[config.mk]
export PLATFORM = sky130hd
export DESIGN_NAME = mem_arbiter
export DESIGN_NICKNAME = d
export VERILOG_FILES = /design/src/rtl/mem_arbiter.sv
export SDC_FILE = /design/constraint.sdc
export NUM_CORES = 1
export LEC_CHECK = 0
export CAP_MARGIN = 10
export CELL_PAD_IN_SITES_DETAIL_PLACEMENT = 0
export CELL_PAD_IN_SITES_GLOBAL_PLACEMENT = 2
export CORE_UTILIZATION = 18
export DETAILED_ROUTE_END_ITERATION = 12
export PLACE_DENSITY = 0.91
export SETUP_SLACK_MARGIN = 0.2
export SLEW_MARGIN = 20
export SYNTH_ARGS = -nofsm -noshare
export SYNTH_HDL_FRONTEND = slang
export SYNTH_SLANG_ARGS = --single-unit
[constraint.sdc]
create_clock -name clk -period 2.45 [get_ports clk]
set_input_delay 0.6125 -clock clk [delete_from_list [all_inputs] [get_ports clk]]
set_output_delay 0.6125 -clock clk [all_outputs]
set_load 0.05 [all_outputs]
[src/rtl/mem_arbiter.sv]
// mem_arbiter: two-requester arbiter in front of a single-port unified RAM.
//
// Requester 0 is the CPU (fetch and load/store). Requester 1 is the program
// loader/debug port. Accesses are serialised. When both requesters ask at once,
// round-robin picks the winner. The arbiter waits out the fixed RAM read
// latency and returns read data only to the requester that issued the read.
//
// Ports:
//   clk, rst                    rising-edge clock, synchronous active-high reset
//   req*/we*/addr*/wdata*       requester command inputs (0 = CPU, 1 = loader)
//   gnt*                        access issued this cycle (ACCESS state)
//   rvalid*/rdata*              one-cycle read-data pulse / held read data
//   mem_en/mem_we/mem_addr/     RAM command, driven only in ACCESS
//   mem_wdata
//   mem_rdata                   RAM read data, READ_LATENCY cycles after mem_en
//   busy                        high in every state except IDLE
module mem_arbiter #(
  parameter int WIDTH        = 32,
  parameter int ADDR_WIDTH   = 32,
  parameter int READ_LATENCY = 1
) (
  input  logic                  clk,
  input  logic                  rst,
  input  logic                  req0,
  input  logic                  we0,
  input  logic [ADDR_WIDTH-1:0] addr0,
  input  logic [WIDTH-1:0]      wdata0,
  output logic                  gnt0,
  output logic                  rvalid0,
  output logic [WIDTH-1:0]      rdata0,
  input  logic                  req1,
  input  logic                  we1,
  input  logic [ADDR_WIDTH-1:0] addr1,
  input  logic [WIDTH-1:0]      wdata1,
  output logic                  gnt1,
  output logic                  rvalid1,
  output logic [WIDTH-1:0]      rdata1,
  output logic                  mem_en,
  output logic                  mem_we,
  output logic [ADDR_WIDTH-1:0] mem_addr,
  output logic [WIDTH-1:0]      mem_wdata,
  input  logic [WIDTH-1:0]      mem_rdata,
  output logic                  busy
);

  if (READ_LATENCY < 1 || READ_LATENCY > 4) begin : gen_bad_latency
    $error("mem_arbiter: READ_LATENCY must be in 1..4");
  end

  localparam logic [1:0] IDLE   = 2'd0;
  localparam logic [1:0] ACCESS = 2'd1;
  localparam logic [1:0] WAIT   = 2'd2;
  localparam logic [1:0] RESP   = 2'd3;

  // WAIT ends when the counter reaches this value.
  localparam logic [2:0] CNT_LAST = 3'(READ_LATENCY - 1);

  logic [1:0] state;
  logic       sel;
  logic       last_grant;
  logic [2:0] cnt;

  logic arb_any;
  logic arb_win;
  logic we_sel;

  // On a tie the requester that did not win last time goes first.
  always_comb begin
    arb_any = req0 | req1;
    if (req0 && req1) begin
      arb_win = ~last_grant;
    end else begin
      arb_win = req1;
    end
  end

  assign we_sel = sel ? we1 : we0;

  always_ff @(posedge clk) begin
    if (rst) begin
      state      <= IDLE;
      sel        <= 1'b0;
      last_grant <= 1'b1;
      cnt        <= 3'd0;
      rdata0     <= '0;
      rdata1     <= '0;
    end else begin
      case (state)
        IDLE, RESP: begin
          if (arb_any) begin
            sel        <= arb_win;
            last_grant <= arb_win;
            state      <= ACCESS;
          end else begin
            state <= IDLE;
          end
        end
        ACCESS: begin
          cnt   <= 3'd0;
          state <= we_sel ? IDLE : WAIT;
        end
        WAIT: begin
          if (cnt == CNT_LAST) begin
            cnt   <= 3'd0;
            state <= RESP;
            if (sel) begin
              rdata1 <= mem_rdata;
            end else begin
              rdata0 <= mem_rdata;
            end
          end else begin
            cnt <= cnt + 3'd1;
          end
        end
        default: state <= IDLE;
      endcase
    end
  end

  always_comb begin
    gnt0      = 1'b0;
    gnt1      = 1'b0;
    rvalid0   = 1'b0;
    rvalid1   = 1'b0;
    mem_en    = 1'b0;
    mem_we    = 1'b0;
    mem_addr  = '0;
    mem_wdata = '0;
    busy      = (state != IDLE);
    if (state == ACCESS) begin
      mem_en    = 1'b1;
      mem_we    = we_sel;
      mem_addr  = sel ? addr1 : addr0;
      mem_wdata = sel ? wdata1 : wdata0;
      gnt0      = ~sel;
      gnt1      = sel;
    end
    if (state == RESP) begin
      rvalid0 = ~sel;
      rvalid1 = sel;
    end
  end

endmodule

==> results.yml, run 1 <==
timing:
  period_needed_ps: 2190
  setup-tns-final_ps: 0
  rsz0062_at_grt: "yes"
  tightestPinTransition_ps: 637
  skew_ps: 7.24
  finalHoldWorstSlack_ps: 450
  period_share_pct: 89.4
  drv_slew: 0
  timing.fmax_ghz: 0.456
  slew-limit-headroom_pct: 57.5
  hold_viol_final: 0
  final-setup-viol-count: 0
yosys:
  synth_seq_cells: 71
  synth-seq-area-share_pct: 37.2
  synth.distinct_cells: 28
  synth_flop_cell: "dfxtp_1"
  syn_area_um2: 3820
  synthArstFlopShare_pct: 0
  syn_inst: 481
  ys_warn_count: 0
  synth-edff-count: 0
  avgSynthCellArea_um2: 7.93
  synth-adder-area-share_pct: 2.62
  syn_nets: 655
  yosys.area_share.simple_pct: 27.1
  synth_top_family_by_area: "simple AND/OR/NAND/NOR gates"
  synth-compound-area-share_pct: 10.3
  muxShareOfSynthArea_pct: 17.0
  synth_xor_area_share_pct: 0
clock_network:
  ctsHoldBuffers: 0
  clk_path_buf_depth: 2
  htree_levels: 3
  cts_sinks: 71
  cts_made_buffers: 9
  clock_latency_ps: 340
  cts_tree: "built"
  root_buffer: "clkbuf_16"
  path_clk_slew_ps: 60
floorplanning:
  rows: 52
  design.core.area_um2: 20500
  chipWidth_um: 148
  num_io_pins: 301
  initial_core_util_pct: 18.6
  die_height_um: 148
  die_area_um2: 21800
worst_setup_path:
  worstPathCellList: "buf_12 -> mux2i_1 -> nor2b_2 -> buf_12"
  cp.arrival_ps: 1580
  path_common_cell: "buf_12"
  cp-end-kind: "output pin"
  slowest_stage: "dfxtp_4"
  criticalPathCategory: "flip-flop to output pin"
  cp_max_fo: 17
  max_stage_delay_ps: 510
  crit_family: "flip-flops"
  startpoint_type: "flip-flop"
  cp.required_ps: 1840
  path_buf_inv: 2
route:
  wl_per_cell_um: 15.7
  ant_nets: 0
  drt-initial-drc-count: 121
  firstDrtPassIters: 4
  drc: 0
  via_per_inst: 4.10
  drt_wl_total_um: 16500
  via_count: 4318
run:
  drv_cap: 0
power:
  p_switching_uw: 1310
  p_leak_uw: 0.00297
  power_frac_clock_pct: 29.9
  pwr_density_cell_nw_per_um2: 482
  irDropWorstVdd_mv: 0.274
  p_sw_share_pct: 32.3
  pwr-share-seq_pct: 29.4
  p_comb_share_pct: 40.7
  p_int_uw: 2740
worst_hold_path:
  hold_class: "flip-flop to flip-flop"
grt:
  antenna_found_initial: 2
  grt_pass1_wl_um: 24700
  grt_max_degree: 35
  track_usage_pct: 15.0
  overflow: 0
  grt_pass1_vias: 4273
cells_and_area:
  final_cell_mix: "clkdlybuf4s50_1, nand2_1, buf_12"
  area_growth_pct: 120
  drive_gt1_share_pct: 23.7
  final_core_util_pct: 41.0
  layout_commonest_cell: "clkdlybuf4s50_1"
  fin_nets: 951
placement:
  dp_hpwl_um: 12300
  io_buffer_count: 300
  place_congestion: 0.817
outcome:
  status: "complete, no violations"
==> worst register-to-register path, delay by kind of cell (launching register included) <==
family	cells	cell delay [ps]
AND/OR/NAND/NOR	2	380
adder cells (fa/ha/maj)	1	350
flip-flops	1	350
AO/OA/AOI/OAI	1	130
buffers and inverters	2	450
==> layer usage <==
metal	wire length, um	global-route usage [%]	vias up
met2	8180	25.6	147
met5	11	0	-
li1	-	-	2180
met4	384	5.05	2
met1	6830	17.5	1959
met3	1080	5.03	30
==> power groups by stage <==
stage	clock, uW	sequential (uW)	combinational, uW
floorplan	0	1230	702
global placement	0	1230	1550
detailed placement	0	1230	1550
CTS	1260	1190	1640
global route	1320	1190	1720
finish	1210	1190	1650
==> final cells by class <==
type,count,area (um^2)
diodes,1,2.50
repair buffers,324,3950
fillers,2057,12100
well taps,270,338
clock buffers,10,239
clock inverters,6,35.0
inverters,7,26.3
multi-input cells,364,2380
flip-flops and latches,71,1430
==> flip-flops by register name (all words and copies together) (netlist names) <==
register    count
sel             1
last_grant      1
cnt             3
state           2
rdata0         32
rdata1         32
==> cells in the mapped netlist, types with 2 or more instances <==
master	count	share of area, %
ha_1	8	2.6
and2_1	2	0.33
buf_6	3	0.89
mux2i_1	65	17
nor2b_1	68	11
nand2_1	132	13
clkbuf_1	20	2.0
dfxtp_1	71	37
nand2b_1	2	0.33
inv_1	7	0.69
buf_2	15	2.0
nor4bb_1	2	0.52
nand3_1	3	0.39
a21oi_1	69	9.0
==> worst paths after layout <==
kind	startpoint	end	slack (ps)	cells after the start
min reg2reg	rdata0[8]	rdata0[8]	450	2
max	sel	mem_wdata[1]	260	4
max reg2reg	state[0]	rdata1[16]	720	6
min	rdata0[8]	rdata0[8]	450	2
==> stage by stage <==
stage	area (um^2)	setup slack [ps]	std cells	power, uW
2_1_floorplan	3890	269	481	1940
3_3_place_gp	7890	172	1028	2770
3_5_place_dp	7890	178	1028	2780
4_1_cts	8340	163	1050	4090
5_1_grt	8400	179	1052	4230
6_report	8400	259	1053	4040
==> logic make-up after synthesis <==
| group | after synthesis |
|---|---|
| AOI/OAI and AO/OA | 75 |
| adders and majority gates | 8 |
| buffers and inverters | 46 |
| DFF | 71 |
| muxes | 65 |
| and+or+nand+nor | 216 |
==> timing repair <==
action	4_1_cts	5_1_grt
setup endpoints to repair	68	67
gates cloned	1	1
gates resized for setup	36	9
setup buffers	5	1
Power figures use the tool's default switching activity.
==> run 2, diff against run 1 <==
--- a/config.mk
+++ b/config.mk
@@ -6,9 +6,10 @@
 export NUM_CORES = 1
 export LEC_CHECK = 0
 export CAP_MARGIN = 10
-export CELL_PAD_IN_SITES_DETAIL_PLACEMENT = 0
-export CELL_PAD_IN_SITES_GLOBAL_PLACEMENT = 2
-export CORE_UTILIZATION = 18
+export CELL_PAD_IN_SITES_DETAIL_PLACEMENT = 1
+export CELL_PAD_IN_SITES_GLOBAL_PLACEMENT = 1
+export CORE_UTILIZATION = 24
+export CTS_CLUSTER_SIZE = 8
 export DETAILED_ROUTE_END_ITERATION = 12
 export PLACE_DENSITY = 0.91
 export SETUP_SLACK_MARGIN = 0.2
==> run 2 against run 1 <==
  * Non-clock buffer count fell by 3
  * Clock skew is essentially flat
  * Fmax fell by 1.5%
  * Hold slack better by 2.5 ps
  * Clock power increased by 7%
  * Combinational power hardly changed
  * First-iteration DRC count up 36%
  * Utilization up 13 points
  * Total power is 3.0% higher
  * Sequential power about the same
==> results.yml, run 2 (synthesized netlist as in run 1, its figures left out) <==
timing:
  hold_viol_final: 0
  rsz0062_at_grt: "no"
  timing.fmax_ghz: 0.450
  period_share_pct: 90.8
  tightestPinTransition_ps: 557
  setup-tns-final_ps: 0
  skew_ps: 7.32
  final-setup-viol-count: 0
  period_needed_ps: 2220
  slew-limit-headroom_pct: 62.8
  finalHoldWorstSlack_ps: 452
  drv_slew: 0
cells_and_area:
  fin_nets: 948
  drive_gt1_share_pct: 23.5
  area_growth_pct: 119
  fill_cells: 1679
  layout_commonest_cell: "clkdlybuf4s50_1"
  largest_registers: "rdata0 (32), rdata1 (32), cnt (3)"
  final_cell_mix: "clkdlybuf4s50_1, nand2_1, buf_12"
worst_setup_path:
  reg2reg_to: "rdata0[3]"
  worstPathCellList: "clkdlybuf4s50_1 -> mux2i_2 -> nor2b_2 -> buf_12"
  ff2ff_path_depth: 6
  cp.required_ps: 1840
  max_stage_delay_ps: 420
  criticalPathCategory: "input pin to output pin"
  cp-end-kind: "output pin"
  slowest_stage: "clkdlybuf4s50_1"
  reg2reg_slack_ps: 640
  crit_family: "buffers and inverters"
  cp.arrival_ps: 1610
  cp_max_fo: 2
  startpoint_type: "input pin"
  path_buf_inv: 2
  rr_startpoint: "state[0]"
worst_hold_path:
  hold_class: "flip-flop to flip-flop"
  hp-start: "rdata1[2]"
  holdPathStages: 2
  hold-path-endpoint: "rdata1[2]"
power:
  irDropWorstVdd_mv: 0.324
  p_leak_uw: 0.00297
  pwr_density_cell_nw_per_um2: 498
grt:
  antenna_found_initial: 3
  overflow: 0
  grt_pass1_wl_um: 27400
  grt_pass1_vias: 4956
  grt_max_degree: 43
  track_usage_pct: 22.3
route:
  drc: 0
  drt_wl_total_um: 18500
  wl_per_cell_um: 18.7
  via_count: 4519
  drt-initial-drc-count: 164
  via_per_inst: 4.56
  firstDrtPassIters: 4
  ant_nets: 0
floorplanning:
  die_area_um2: 16400
  initial_core_util_pct: 24.8
  design.core.area_um2: 15400
  rows: 45
  die_height_um: 128
  num_io_pins: 301
  chipWidth_um: 128
clock_network:
  cts_sinks: 71
  cts_tree: "built"
  clk_path_buf_depth: 2
  clock_latency_ps: 320
  path_clk_slew_ps: 60
  htree_levels: 3
  ctsHoldBuffers: 0
  cts_made_buffers: 9
  root_buffer: "clkbuf_16"
placement:
  io_buffer_count: 300
  dp_hpwl_um: 14300
  place_congestion: 0.774
outcome:
  status: "complete, no violations"
run:
  drv_cap: 0
## run 2: changes by cell type in the layout (fill, tap and decap cells not counted), moves of 2 or more
cell | previous run | this run
nor2b_4 | 2 | 8
mux2i_1 | 65 | 61
mux2i_2 | 0 | 2
buf_4 | 21 | 17
clkinv_2 | 4 | 1
mux2i_4 | 0 | 2
clkinvlp_4 | 0 | 2
nor2b_2 | 64 | 57
## run 2: power breakdown
| group | internal, uW | total, uW | switching [uW] | leakage (uW) |
|---|---|---|---|---|
| logic | 866 | 1680 | 812 | 0.00226 |
| clock network | 815 | 1300 | 487 | 0.000142 |
| registers | 1170 | 1190 | 17.9 | 0.000574 |
| total | 2850 | 4170 | 1320 | 0.00297 |
## run 2: area by class of cell
type,count,area [um^2],share of cell area (%)
tap,211,264,3.15
sequential,71,1430,17.0
inverter,7,26.3,0.314
antenna,1,2.50,0.0299
clock buffer,11,243,2.90
multi-input combinational,364,2440,29.1
clock inverter,5,56.3,0.672
timing repair buffer,321,3920,46.8
## run 2: worst max path at each step
stage	startpoint	end	cells past startpoint
2_1_floorplan	state[1]	gnt0	4
3_3_place_gp	wdata1[5]	mem_wdata[5]	4
3_5_place_dp	wdata1[5]	mem_wdata[5]	4
4_1_cts	state[1]	mem_addr[1]	5
5_1_grt	sel	mem_wdata[21]	4
6_report	we1	mem_we	4
## run 2: what timing repair did
item | 4_1_cts | 5_1_grt
buffers inserted | 4 | 2
gates cloned | 1 | 1
pin swaps | 0 | 1
resized for setup | 45 | 12
setup endpoints to repair | 67 | 41
## run 2: stage by stage
step	cell area, um^2	std cells	total power, uW	utilization (%)	setup slack, ps
after floorplan	3890	481	1940	-	269
after global placement	7790	966	2760	50.7	93.5
after detailed placement	7790	966	2780	50.7	83.2
after CTS	8280	987	4170	53.9	203
after global routing	8370	990	4320	54.5	176
final	8370	991	4170	54.5	225
## run 2: worst register-to-register path: stages (launching register included)
cell and delay, ps:
dfxtp_2 360, inv_1 110, ha_1 350, nor4bb_4 250, buf_4 390, nand2_1 120, a21oi_1 150
## run 2: per-layer routing
layer | routed length [um] | vias up | global-route usage [%] | part of all wire [%]
li1 | - | 2163 | - | -
met1 | 6610 | 2163 | 21.6 | 36
met2 | 10200 | 158 | 44.4 | 55
met3 | 1300 | 29 | 7.55 | 7.0
met4 | 343 | 6 | 5.61 | 1.9
met5 | 36 | - | 0 | 0.19
==> run 3, diff against run 2 <==
--- a/config.mk
+++ b/config.mk
@@ -8,6 +8,7 @@
 export CAP_MARGIN = 10
 export CELL_PAD_IN_SITES_DETAIL_PLACEMENT = 1
 export CELL_PAD_IN_SITES_GLOBAL_PLACEMENT = 1
+export CORE_MARGIN = 2
 export CORE_UTILIZATION = 24
 export CTS_CLUSTER_SIZE = 8
 export DETAILED_ROUTE_END_ITERATION = 12
==> run 3 against run 2 <==
  * Final cell count grew 0.30%
  * Critical path type unchanged
  * Sequential share of layout area grew 0.067 points
  * Clock-buffer cell count shrank 2
  * Hold slack gained 0.78 ps
  * Cell area shrank 0.48%
  * Critical path depth is the same
  * Setup slack lost 7.1 ps
  * Sequential power is essentially flat
  * Routed wire length shrank 3.5%
  * Combinational power is essentially flat
  * Global-route usage shrank 1.7 points
==> results.yml, run 3 (synthesized netlist as in run 1, its figures left out) <==
floorplanning:
  design.core.area_um2: 15700
  rows: 46
  initial_core_util_pct: 24.3
  die_height_um: 130
  num_io_pins: 301
  chipWidth_um: 130
  die_area_um2: 16900
power:
  pwr_density_cell_nw_per_um2: 497
  irDropWorstVdd_mv: 0.294
  p_leak_uw: 0.00296
placement:
  place_congestion: 0.804
  io_buffer_count: 300
  dp_hpwl_um: 13700
  placed_area_um2: 7790
timing:
  skew_ps: 7.34
  period_needed_ps: 2230
  finalHoldWorstSlack_ps: 453
  period_share_pct: 91.1
  drv_slew: 0
  tightestPinTransition_ps: 580
  rsz0062_at_grt: "yes"
  hold_viol_final: 0
  final-setup-viol-count: 0
  slew-limit-headroom_pct: 61.2
  setup-tns-final_ps: 0
  timing.fmax_ghz: 0.448
cells_and_area:
  drive_gt1_share_pct: 23.7
  largest_registers: "rdata0 (32), rdata1 (32), cnt (3)"
  final_cell_mix: "clkdlybuf4s50_1, nand2_1, buf_12"
  fin_nets: 946
  final_core_util_pct: 53.0
  layout_commonest_cell: "clkdlybuf4s50_1"
  area_growth_pct: 118
  final_area_um2: 8330
grt:
  overflow: 0
  antenna_found_initial: 2
  grt_pass1_vias: 4825
  grt_max_degree: 72
  grt_pass1_wl_um: 26600
  track_usage_pct: 20.5
run:
  drv_cap: 0
worst_setup_path:
  startpoint_type: "input pin"
  cp.arrival_ps: 1620
  path_buf_inv: 2
  rr_startpoint: "state[0]"
  cp_max_fo: 2
  cp.required_ps: 1840
  crit_family: "buffers and inverters"
  slowest_stage: "clkdlybuf4s50_1"
  worstPathCellList: "clkdlybuf4s50_1 -> mux2i_2 -> nor2b_4 -> buf_12"
  max_stage_delay_ps: 440
  reg2reg_to: "rdata0[31]"
  ff2ff_path_depth: 6
  reg2reg_slack_ps: 740
  cp-end-kind: "output pin"
  criticalPathCategory: "input pin to output pin"
clock_network:
  cts_sinks: 71
  clk_path_buf_depth: 2
  root_buffer: "clkbuf_16"
  cts_made_buffers: 9
  htree_levels: 3
  path_clk_slew_ps: 60
  clock_latency_ps: 320
  cts_tree: "built"
route:
  via_count: 4463
  wl_per_cell_um: 18.0
  drt-initial-drc-count: 97
  ant_nets: 0
  drt_wl_total_um: 17900
  drc: 0
  firstDrtPassIters: 4
  via_per_inst: 4.49
worst_hold_path:
  hold_class: "flip-flop to flip-flop"
  hp-start: "rdata0[1]"
  hold-path-endpoint: "rdata0[1]"
  holdPathStages: 2
outcome:
  status: "complete, no violations"
-- run 3: power by group --
| part | switching, uW | leakage [uW] | total [uW] | internal, uW |
|---|---|---|---|---|
| Combinational | 804 | 0.00224 | 1660 | 853 |
| Clock | 503 | 0.000142 | 1290 | 790 |
| Sequential | 18.5 | 0.000574 | 1190 | 1170 |
-- run 3: layer usage --
layer  part of all wire (%)  vias up  global-route usage (%)
met1                     36     2099                    21.5
met5                  0.090        -                       0
met2                     54      167                    38.7
met4                    2.4        2                    5.57
li1                       -     2162                       -
met3                    7.5       33                    7.34
-- run 3: worst max-delay path by stage --
stage          startpoint             to  slack [ps]  cells after the start
2_1_floorplan    state[1]           gnt0         270                      4
3_3_place_gp   wdata1[28]  mem_wdata[28]         160                      4
3_5_place_dp   wdata1[28]  mem_wdata[28]         160                      4
4_1_cts         wdata1[7]   mem_wdata[7]         200                      4
5_1_grt               sel   mem_addr[12]         190                      4
6_report              we1         mem_we         220                      4
-- run 3: per-stage QoR --
step	setup WS [ps]	power, uW	std cells
2_1_floorplan	269	1940	481
3_3_place_gp	163	2760	971
3_5_place_dp	163	2780	971
4_1_cts	195	4170	992
5_1_grt	190	4300	993
6_report	218	4140	994
-- run 3: tightest hold or removal path: stages, from the launching register on --
cell and delay (ps):
dfxtp_1 300, nand2_1 50, a21oi_1 50
-- run 3: area by class of cell --
class                      instances  area [um^2]
timing repair buffer             319         3880
inverter                           7         26.3
fill                            1728         7380
clock inverter                     7         72.6
antenna                            1         2.50
multi-input combinational        364         2430
tap                              216          270
clock buffer                       9          225
sequential                        71         1430
-- run 3: what timing repair did --
item / CTS / global route
gates cloned: 1 / 0
endpoints found under the setup margin: 68 / 66
gates resized for setup: 47 / 9
pin swaps: 0 / 0
setup buffers: 4 / 1
hold buffers: 0 / 0
